### src/rtl/lag_pkg.sv
// Shared types and default widths for the input-lag measurement sequencer.
package lag_pkg;

   localparam int LAG_CNT_W        = 20;
   localparam int LAG_LOG2_SAMPLES = 4;

   // Reset/clear value for the running minimum: any real sample beats it.
   localparam logic [LAG_CNT_W-1:0] MIN_INIT = '1;

   typedef enum logic [2:0] {
      IDLE,
      WAIT_START,
      MEASURE,
      HOLDOFF,
      DONE
   } lag_state_e;

endpackage

### src/rtl/lag_measure_sequencer_if.sv
// Control inputs and result outputs of the lag measurement sequencer.
// master = the side driving run/start_pulse/tick/sensor, slave = the sequencer.
interface lag_measure_sequencer_if
   import lag_pkg::*;
#(
   parameter int CNT_W        = LAG_CNT_W,
   parameter int LOG2_SAMPLES = LAG_LOG2_SAMPLES
);
   logic                    run;
   logic                    start_pulse;
   logic                    tick;
   logic                    sensor;
   logic                    busy;
   logic                    sample_valid;
   logic                    sample_timeout;
   logic [CNT_W-1:0]        sample_ticks;
   logic [LOG2_SAMPLES:0]   sample_count;
   logic [7:0]              timeout_count;
   logic                    stats_valid;
   logic [CNT_W-1:0]        min_ticks;
   logic [CNT_W-1:0]        max_ticks;
   logic [CNT_W-1:0]        avg_ticks;

   modport master (
      output run, start_pulse, tick, sensor,
      input  busy, sample_valid, sample_timeout, sample_ticks, sample_count,
             timeout_count, stats_valid, min_ticks, max_ticks, avg_ticks
   );

   modport slave (
      input  run, start_pulse, tick, sensor,
      output busy, sample_valid, sample_timeout, sample_ticks, sample_count,
             timeout_count, stats_valid, min_ticks, max_ticks, avg_ticks
   );

endinterface

### src/rtl/lag_stats_accum.sv
// Running min/max/sum of accepted lag samples; average latched on request.
module lag_stats_accum
   import lag_pkg::*;
#(
   parameter int CNT_W        = LAG_CNT_W,
   parameter int LOG2_SAMPLES = LAG_LOG2_SAMPLES
) (
   input  logic             clock,
   input  logic             reset,
   input  logic             clear,
   input  logic             update,
   input  logic             latch_avg,
   input  logic [CNT_W-1:0] sample,
   output logic [CNT_W-1:0] min_ticks,
   output logic [CNT_W-1:0] max_ticks,
   output logic [CNT_W-1:0] avg_ticks
);

   // Wide enough for 2^LOG2_SAMPLES full-scale samples, so it never wraps.
   localparam int SUM_W = CNT_W + LOG2_SAMPLES;

   logic [CNT_W-1:0] min_q, min_d;
   logic [CNT_W-1:0] max_q, max_d;
   logic [CNT_W-1:0] avg_q, avg_d;
   logic [SUM_W-1:0] sum_q, sum_d;

   // Next-state of the statistics; clear has priority over a sample update.
   always_comb begin
      min_d = min_q;
      max_d = max_q;
      sum_d = sum_q;
      avg_d = avg_q;
      if (clear) begin
         min_d = '1;
         max_d = '0;
         sum_d = '0;
      end else if (update) begin
         if (sample < min_q) min_d = sample;
         if (sample > max_q) max_d = sample;
         sum_d = sum_q + SUM_W'(sample);
      end
      if (latch_avg) avg_d = sum_q[SUM_W-1:LOG2_SAMPLES];
   end

   // Statistics registers.
   always_ff @(posedge clock or negedge reset) begin
      if (!reset) begin
         min_q <= '1;
         max_q <= '0;
         sum_q <= '0;
         avg_q <= '0;
      end else begin
         min_q <= min_d;
         max_q <= max_d;
         sum_q <= sum_d;
         avg_q <= avg_d;
      end
   end

   assign min_ticks = min_q;
   assign max_ticks = max_q;
   assign avg_ticks = avg_q;

endmodule

### src/rtl/lag_measure_sequencer.sv
// Input-lag measurement sequencer: arms on frame start, counts ticks until the
// photo sensor rises or the attempt times out, enforces a holdoff, and collects
// 2^LOG2_SAMPLES valid samples into min/max/average statistics.
// Optional build macro: LAG_DEBOUNCE_EN (sensor must stay high DEBOUNCE_CYCLES
// clocks before a rise is accepted).
//
//   state      | meaning
//   -----------+--------------------------------------------------------------
//   IDLE       | not running; results hold their last values
//   WAIT_START | armed, waiting for the frame start pulse
//   MEASURE    | counting ticks until sensor rise or timeout
//   HOLDOFF    | minimum quiet time after an attempt, and sensor must be low
//   DONE       | all samples collected, statistics valid
module lag_measure_sequencer
   import lag_pkg::*;
#(
   parameter int CNT_W           = LAG_CNT_W,
   parameter int LOG2_SAMPLES    = LAG_LOG2_SAMPLES,
   parameter int TIMEOUT_TICKS   = 50000,
   parameter int HOLDOFF_TICKS   = 2000,
   parameter int DEBOUNCE_CYCLES = 64
) (
   input  logic                    clock,
   input  logic                    reset,
   lag_measure_sequencer_if.slave  bus
);

   localparam int HOLD_W = $clog2(HOLDOFF_TICKS + 1);
   localparam logic [LOG2_SAMPLES:0] FULL_COUNT = (LOG2_SAMPLES + 1)'(1 << LOG2_SAMPLES);

   if (TIMEOUT_TICKS < 1 || HOLDOFF_TICKS < 1 || DEBOUNCE_CYCLES < 1) begin : g_param_check
      $error("lag_measure_sequencer: tick/cycle parameters must be at least 1");
   end

   lag_state_e            state_q;
   logic [CNT_W-1:0]      tick_cnt_q;
   logic [HOLD_W-1:0]     hold_cnt_q;
   logic [CNT_W-1:0]      sample_ticks_q;
   logic                  sample_valid_q;
   logic                  sample_timeout_q;
   logic [LOG2_SAMPLES:0] sample_count_q;
   logic [7:0]            timeout_count_q;
   logic                  stats_valid_q;

   logic rise;
   logic hold_exit;
   logic count_full;
   logic stats_clear;
   logic stats_update;
   logic stats_latch_avg;

`ifdef LAG_DEBOUNCE_EN
   localparam int DEB_W = $clog2(DEBOUNCE_CYCLES + 1);

   logic [DEB_W-1:0] deb_cnt_q, deb_cnt_d;

   // Consecutive-high counter; saturating so one rise fires per high period.
   always_comb begin
      deb_cnt_d = deb_cnt_q;
      if (!bus.sensor) begin
         deb_cnt_d = '0;
      end else if (deb_cnt_q != DEB_W'(DEBOUNCE_CYCLES)) begin
         deb_cnt_d = deb_cnt_q + DEB_W'(1);
      end
   end

   // Debounce counter register.
   always_ff @(posedge clock or negedge reset) begin
      if (!reset) deb_cnt_q <= '0;
      else        deb_cnt_q <= deb_cnt_d;
   end

   assign rise = bus.sensor && (deb_cnt_q == DEB_W'(DEBOUNCE_CYCLES - 1));
`else
   logic sensor_q;

   // Previous sensor level for rising-edge detection.
   always_ff @(posedge clock or negedge reset) begin
      if (!reset) sensor_q <= 1'b0;
      else        sensor_q <= bus.sensor;
   end

   assign rise = bus.sensor & ~sensor_q;
`endif

   // Transition qualifiers shared by the FSM and the statistics block.
   always_comb begin
      hold_exit       = (hold_cnt_q == '0) && !bus.sensor;
      count_full      = (sample_count_q == FULL_COUNT);
      stats_clear     = bus.run && (state_q == IDLE);
      stats_update    = bus.run && (state_q == MEASURE) && rise;
      stats_latch_avg = bus.run && (state_q == HOLDOFF) && hold_exit && count_full;
   end

   // Sequencer FSM with its tick/holdoff counters and registered outputs.
   always_ff @(posedge clock or negedge reset) begin
      if (!reset) begin
         state_q          <= IDLE;
         tick_cnt_q       <= '0;
         hold_cnt_q       <= '0;
         sample_ticks_q   <= '0;
         sample_valid_q   <= 1'b0;
         sample_timeout_q <= 1'b0;
         sample_count_q   <= '0;
         timeout_count_q  <= '0;
         stats_valid_q    <= 1'b0;
      end else begin
         sample_valid_q <= 1'b0;
         if (!bus.run) begin
            state_q <= IDLE;
         end else begin
            case (state_q)
               IDLE: begin
                  state_q         <= WAIT_START;
                  sample_count_q  <= '0;
                  timeout_count_q <= '0;
                  stats_valid_q   <= 1'b0;
               end
               WAIT_START: begin
                  if (bus.start_pulse) begin
                     state_q    <= MEASURE;
                     tick_cnt_q <= '0;
                  end
               end
               MEASURE: begin
                  // A rise in the same cycle as a tick reports the pre-tick count.
                  if (rise) begin
                     sample_ticks_q   <= tick_cnt_q;
                     sample_valid_q   <= 1'b1;
                     sample_timeout_q <= 1'b0;
                     sample_count_q   <= sample_count_q + (LOG2_SAMPLES + 1)'(1);
                     hold_cnt_q       <= HOLD_W'(HOLDOFF_TICKS);
                     state_q          <= HOLDOFF;
                  end else if (bus.tick) begin
                     if (tick_cnt_q == CNT_W'(TIMEOUT_TICKS - 1)) begin
                        sample_ticks_q   <= CNT_W'(TIMEOUT_TICKS);
                        sample_valid_q   <= 1'b1;
                        sample_timeout_q <= 1'b1;
                        if (timeout_count_q != 8'hFF) timeout_count_q <= timeout_count_q + 8'd1;
                        hold_cnt_q       <= HOLD_W'(HOLDOFF_TICKS);
                        state_q          <= HOLDOFF;
                     end else begin
                        tick_cnt_q <= tick_cnt_q + CNT_W'(1);
                     end
                  end
               end
               HOLDOFF: begin
                  if (hold_cnt_q == '0) begin
                     if (hold_exit) begin
                        if (count_full) begin
                           state_q       <= DONE;
                           stats_valid_q <= 1'b1;
                        end else begin
                           state_q <= WAIT_START;
                        end
                     end
                  end else if (bus.tick) begin
                     hold_cnt_q <= hold_cnt_q - HOLD_W'(1);
                  end
               end
               DONE: state_q <= DONE;
               default: state_q <= IDLE;
            endcase
         end
      end
   end

   lag_stats_accum #(
      .CNT_W        (CNT_W),
      .LOG2_SAMPLES (LOG2_SAMPLES)
   ) u_stats (
      .clock     (clock),
      .reset     (reset),
      .clear     (stats_clear),
      .update    (stats_update),
      .latch_avg (stats_latch_avg),
      .sample    (tick_cnt_q),
      .min_ticks (bus.min_ticks),
      .max_ticks (bus.max_ticks),
      .avg_ticks (bus.avg_ticks)
   );

   assign bus.busy           = (state_q == WAIT_START) || (state_q == MEASURE) || (state_q == HOLDOFF);
   assign bus.sample_valid   = sample_valid_q;
   assign bus.sample_timeout = sample_timeout_q;
   assign bus.sample_ticks   = sample_ticks_q;
   assign bus.sample_count   = sample_count_q;
   assign bus.timeout_count  = timeout_count_q;
   assign bus.stats_valid    = stats_valid_q;

endmodule

### src/flat_wrapper.sv
// flat-port wrapper written by rule: the top's interface ports become plain ports
module lag_measure_sequencer_flat import lag_pkg::*;
#(
   parameter int CNT_W           = LAG_CNT_W,
   parameter int LOG2_SAMPLES    = LAG_LOG2_SAMPLES,
   parameter int TIMEOUT_TICKS   = 50000,
   parameter int HOLDOFF_TICKS   = 2000,
   parameter int DEBOUNCE_CYCLES = 64
)
  (clock, reset, bus_run, bus_start_pulse, bus_tick, bus_sensor, bus_busy, bus_sample_valid, bus_sample_timeout, bus_sample_ticks, bus_sample_count, bus_timeout_count, bus_stats_valid, bus_min_ticks, bus_max_ticks, bus_avg_ticks);
  lag_measure_sequencer_if #(.CNT_W(CNT_W), .LOG2_SAMPLES(LOG2_SAMPLES)) bus_i ();
  input  logic clock;
  input  logic reset;
  input wire logic [$bits(bus_i.run)-1:0] bus_run;
  input wire logic [$bits(bus_i.start_pulse)-1:0] bus_start_pulse;
  input wire logic [$bits(bus_i.tick)-1:0] bus_tick;
  input wire logic [$bits(bus_i.sensor)-1:0] bus_sensor;
  output wire logic [$bits(bus_i.busy)-1:0] bus_busy;
  output wire logic [$bits(bus_i.sample_valid)-1:0] bus_sample_valid;
  output wire logic [$bits(bus_i.sample_timeout)-1:0] bus_sample_timeout;
  output wire logic [$bits(bus_i.sample_ticks)-1:0] bus_sample_ticks;
  output wire logic [$bits(bus_i.sample_count)-1:0] bus_sample_count;
  output wire logic [$bits(bus_i.timeout_count)-1:0] bus_timeout_count;
  output wire logic [$bits(bus_i.stats_valid)-1:0] bus_stats_valid;
  output wire logic [$bits(bus_i.min_ticks)-1:0] bus_min_ticks;
  output wire logic [$bits(bus_i.max_ticks)-1:0] bus_max_ticks;
  output wire logic [$bits(bus_i.avg_ticks)-1:0] bus_avg_ticks;
  assign bus_i.run = bus_run;
  assign bus_i.start_pulse = bus_start_pulse;
  assign bus_i.tick = bus_tick;
  assign bus_i.sensor = bus_sensor;
  assign bus_busy = bus_i.busy;
  assign bus_sample_valid = bus_i.sample_valid;
  assign bus_sample_timeout = bus_i.sample_timeout;
  assign bus_sample_ticks = bus_i.sample_ticks;
  assign bus_sample_count = bus_i.sample_count;
  assign bus_timeout_count = bus_i.timeout_count;
  assign bus_stats_valid = bus_i.stats_valid;
  assign bus_min_ticks = bus_i.min_ticks;
  assign bus_max_ticks = bus_i.max_ticks;
  assign bus_avg_ticks = bus_i.avg_ticks;
  lag_measure_sequencer #(.CNT_W(CNT_W), .LOG2_SAMPLES(LOG2_SAMPLES), .TIMEOUT_TICKS(TIMEOUT_TICKS), .HOLDOFF_TICKS(HOLDOFF_TICKS), .DEBOUNCE_CYCLES(DEBOUNCE_CYCLES)) u_core (.clock(clock), .reset(reset), .bus(bus_i));
endmodule
### config.mk
export PLATFORM = sky130hd
export DESIGN_NAME = lag_measure_sequencer_flat
export DESIGN_NICKNAME = d
export VERILOG_FILES = /design/src/rtl/lag_pkg.sv /design/src/rtl/lag_measure_sequencer_if.sv /design/src/rtl/lag_stats_accum.sv /design/src/rtl/lag_measure_sequencer.sv /design/src/flat_wrapper.sv
export SDC_FILE = /design/constraint.sdc
export NUM_CORES = 1
export LEC_CHECK = 0
export ABC_AREA = 1
export CAP_MARGIN = 20
export CORE_MARGIN = 2
export CORE_UTILIZATION = 39
export CTS_CLUSTER_DIAMETER = 100
export DETAILED_ROUTE_END_ITERATION = 12
export PLACE_DENSITY = 0.68
export SYNTH_ARGS = -nofsm -noshare
export SYNTH_HDL_FRONTEND = slang
export SYNTH_SLANG_ARGS = --single-unit
### constraint.sdc
create_clock -name clock -period 2.4 [get_ports clock]
set_clock_uncertainty 0.15 [all_clocks]
set_input_delay 0.48 -clock clock [delete_from_list [all_inputs] [get_ports clock]]
set_output_delay 0.48 -clock clock [all_outputs]
set_load 0.005 [all_outputs]
==> reports/results.txt, run 1 <==
The worst min-delay path class was flip-flop to flip-flop. For the area enclosed by the die boundary, the log shows 26,800 µm². The worst hold slack across all endpoints came out at 0.318 ns.

Horizontal die dimension: 164 µm. At the end of the flow the core is filled with cells to 49.8%. The tree is rooted in a clkbuf_16. Along the worst hold path, the cell count comes to 2.

The buffer count from post-CTS setup fixing was 0; the number of nets with antenna violations after routing was 0. The logs give 39.3% for the share of the yosys chip area belonging to registers and 0 for the overall overflow remaining after global route. The logs give 0 for the number of antenna violations at the first check in global routing and 0 for the total inserted antenna cells.

The netlist uses 42 different library cells. Final weighted congestion in routability-driven placement: 0.994. TritonCTS built the clock tree. During placement, the flow inserted port buffers numbering 102.

The post-synthesis cell type with the largest combined area is dfrtp_1. Buffers inserted during clock tree synthesis total 17. Portion of the clock cycle consumed by the worst path in the final layout: 95.8%. Slowest stage cell on the critical path: clkdlybuf4s50_1. The HPWL after detailed placement is 22,200 µm.

Data on the critical path arrives at its endpoint at 1.67 ns. After detailed routing, the total wire length is 29,500 µm. For this run, the total global-route usage over all layers was measured as 22.9%. The logic depth of the worst register-to-register path works out to 10.

Leaving out fill and tap cells, the most frequent cells in the layout are 430 x nand2_1, 177 x inv_1, 174 x nand3_1. During synthesis, Yosys emitted a total of 0 warnings. Leaving out fill and tap cells, the most frequent cell in the layout is nand2_1.

The cell area that synthesis handed to floorplanning was 9940 µm². The setup slack on the worst flop-to-flop path is 0.14 ns, and the max capacitance violation total is 0. Number of fillers in the final layout: 2,506. Average detailed-routed wire length per instance: 15.6 µm. The net count reported at finish was 1,624. The number of hold-slack violations in the final timing report came out at 0. For the worst-case vdd ir drop, the log shows 0.000575 V. Global routing consumed, on the met3 layer, 3.63% of the routing resources.

The sink count of the clock tree came out at 155. The critical path is of the flip-flop to primary output type. In this design, the stage delay of the slowest critical-path cell is 0.45 ns.

Power comes to 9.46 mW. Worst hold endpoint: u_core.u_stats.avg_ticks[12]. Power spread over the standard cell area amounts to 757 nW/µm².

At the pin with the least slew margin, the transition time is 0.456 ns. The initial cell density of the core was 39.6%. The worst register-to-register path ends at u_core.u_stats.sum_q[18]. After clock tree synthesis, the clock-pin slew on the worst setup and hold paths is 0.06 ns. The detailed router placed 9,606 vias in this run. The sequential cell area in the final layout is 3910 µm². The synthesized netlist net count is 1,470.

The required time at the worst-slack endpoint came out at 1.77 ns. The number of ports placed on the die boundary is 103. Kind of launch point of the worst setup path: a flip-flop. In this run the number of H-tree levels came out at 4. At the later pin of the worst-skew pair, clock insertion delay measures 0.43 ns. In the global route stage, met2 resource usage came out at 36.9%.

Ratio of cells with drive above 1 in the final layout: 10.9%. The startpoint identified for the worst hold timing path is u_core.u_stats.avg_ticks[12]. Timing would allow up to 435 MHz. Ranked by total cell area, the synthesized netlist is headed by dfrtp_1 34%, nand2_1 16%, nand3_1 8.9%. Routed via count divided by cell count: 5.07.

The number of design-rule violations left by the first detailed-router iteration is 722, and the detailed-routing iteration count for the pre-antenna-repair pass is 5. The multi-input combinational cell area was 5160 µm²; the aggregate negative setup slack was 0 ns. Global-route wire length before repair: 48,000 µm. The global routing stage identified its most utilized layer as met2. The run gives 2 as the maximum clock path buffer count. Most instantiated flip-flop cell in the synthesis netlist: dfrtp_1. Compared with the post-synthesis result, the final layout area differs by 25.9%. Along the worst path, the maximum fanout reaches 6. The number of remaining DRC errors is 0, and the worst relative slew slack is 69.5%.

For this design the static power due to leakage is 6.33 nW. The die height works out to 164 µm. Flip-flop and latch count after synthesis: 155. The tools report the critical path endpoint category as a primary output. The final-report max-slew violation count was 0; the post-synthesis async set-or-reset flop share was 100%. The top cell type by area accounts for 34.0% of the synthesized area. The run gives 65 as the largest net degree at the start of global routing. Setup repair after global routing left no endpoint under its margin.

Cell type with the highest occurrence count on the critical path: nor2_1. Setup violations remaining at the end of the flow were counted as 0. The via count of the first global-routing pass was 9,211. The core region is 25,100 µm². Averaged over all synthesized cells, the footprint is 7.11 µm². The run finished with clean final reports.

The critical path goes through buf_4 > nor2_1 > nor2_1 > clkdlybuf4s50_1. In this run the critical register-to-register path is launched from u_core.tick_cnt_q[6]. The final period demand of the worst path works out to 2.30 ns. The number of enable-type register cells in the synthesized netlist was 0; the count of mapped cells out of synthesis was 1,398. Global routing consumed, on the met1 layer, 31.3% of the routing resources. Standard-cell row count: 58.
## how the worst max path moves through the flow
| stage | from | to | slack, ns | depth (start not counted) |
|---|---|---|---|---|
| 3_3_place_gp | bus_sensor | u_core.bus.sample_count[4] | 0.09 | 7 |
| 4_1_cts | u_core.tick_cnt_q[0] | u_core.u_stats.sum_q[16] | 0.05 | 12 |
| 6_report | u_core.state_q[0] | bus_busy | 0.10 | 4 |
| 2_1_floorplan | u_core.tick_cnt_q[0] | u_core.u_stats.sum_q[16] | 0.40 | 13 |
| 3_5_place_dp | bus_sensor | u_core.u_stats.min_ticks[4] | 0.07 | 8 |
| 5_1_grt | u_core.tick_cnt_q[6] | u_core.u_stats.sum_q[18] | 0.002 | 10 |
## critical path: cells and delay by family (launching register included)
family / cells / cell delay, ns
DFF: 1 / 0.39
and+or+nand+nor: 2 / 0.23
buffers and inverters: 2 / 0.61
## cells by family after synthesis
| family | count (synthesis) | synth area share (%) |
|---|---|---|
| simple gates | 791 | 34.1 |
| buf+inv | 227 | 9.00 |
| flops | 155 | 39.3 |
| compound gates | 136 | 7.17 |
| fa+ha+maj | 66 | 8.39 |
| xor+xnor | 23 | 2.03 |
## stage by stage
stage          worst slack (ns)  cells  instance area, µm²
6_report                  0.102   1895               12500
3_3_place_gp             0.0927   1862               11800
5_1_grt                 0.00161   1895               12500
2_1_floorplan             0.400   1398                9940
4_1_cts                  0.0516   1895               12500
3_5_place_dp             0.0656   1862               11800
## where the power goes
part	switching (mW)	leakage, nW	internal [mW]	total [mW]
clock	1.12	0.323	1.83	2.95
combinational	1.77	3.96	1.31	3.08
sequential	0.352	2.05	3.08	3.43
## sequential cells by signal, indices dropped and copies added (netlist names)
| register | cells |
|---|---|
| u_core.tick_cnt_q | 20 |
| u_core.bus.sample_count | 5 |
| u_core.bus.sample_ticks | 20 |
| u_core.u_stats.sum_q | 24 |
| u_core.hold_cnt_q | 11 |
| u_core.sensor_q | 1 |
| u_core.bus.sample_timeout | 1 |
| u_core.bus.sample_valid | 1 |
| u_core.bus.timeout_count | 8 |
| u_core.bus.stats_valid | 1 |
| u_core.state_q | 3 |
| u_core.u_stats.min_ticks | 20 |
| u_core.u_stats.max_ticks | 20 |
| u_core.u_stats.avg_ticks | 20 |
## routing by layer
metal / wire length [µm] / vias up
met2: 13700 / 319
met1: 13400 / 4438
li1: - / 4788
met4: 820 / 0
met3: 1670 / 61
met5: 0 / -
## synthesized netlist by cell type, types with 16 or more instances
library cell  instances
inv_1               177
xor2_1               21
nor3_1               16
nand2_1             430
nand3_1             176
nor2_1              119
a21oi_1              46
o21ai_0              58
dfrtp_1             135
dfstp_2              20
o21ai_1              19
ha_1                 65
clkbuf_1             17
## cell type report
class                           count  area share, %
Multi-Input combinational cell   1016           41.3
Sequential cell                   155           31.3
Timing Repair Buffer              177           13.3
Inverter                          185           5.55
Clock buffer                       26           4.77
Tap cell                          330           3.30
Clock inverter                      6          0.520
## repair_timing
item | in CTS | in global routing
hold endpoints to repair | 37 | 0
resized for setup | 0 | 11
hold buffers | 1 | 0
setup endpoints to repair | 0 | 26
(Power assumes the default switching activity.)
==> run 2: changes to the inputs <==
ABC_CLOCK_PERIOD_IN_PS = 2400   (was not set)
==> results of run 2 <==
The final DEF is identical to that of run 1; final timing and power are the same.
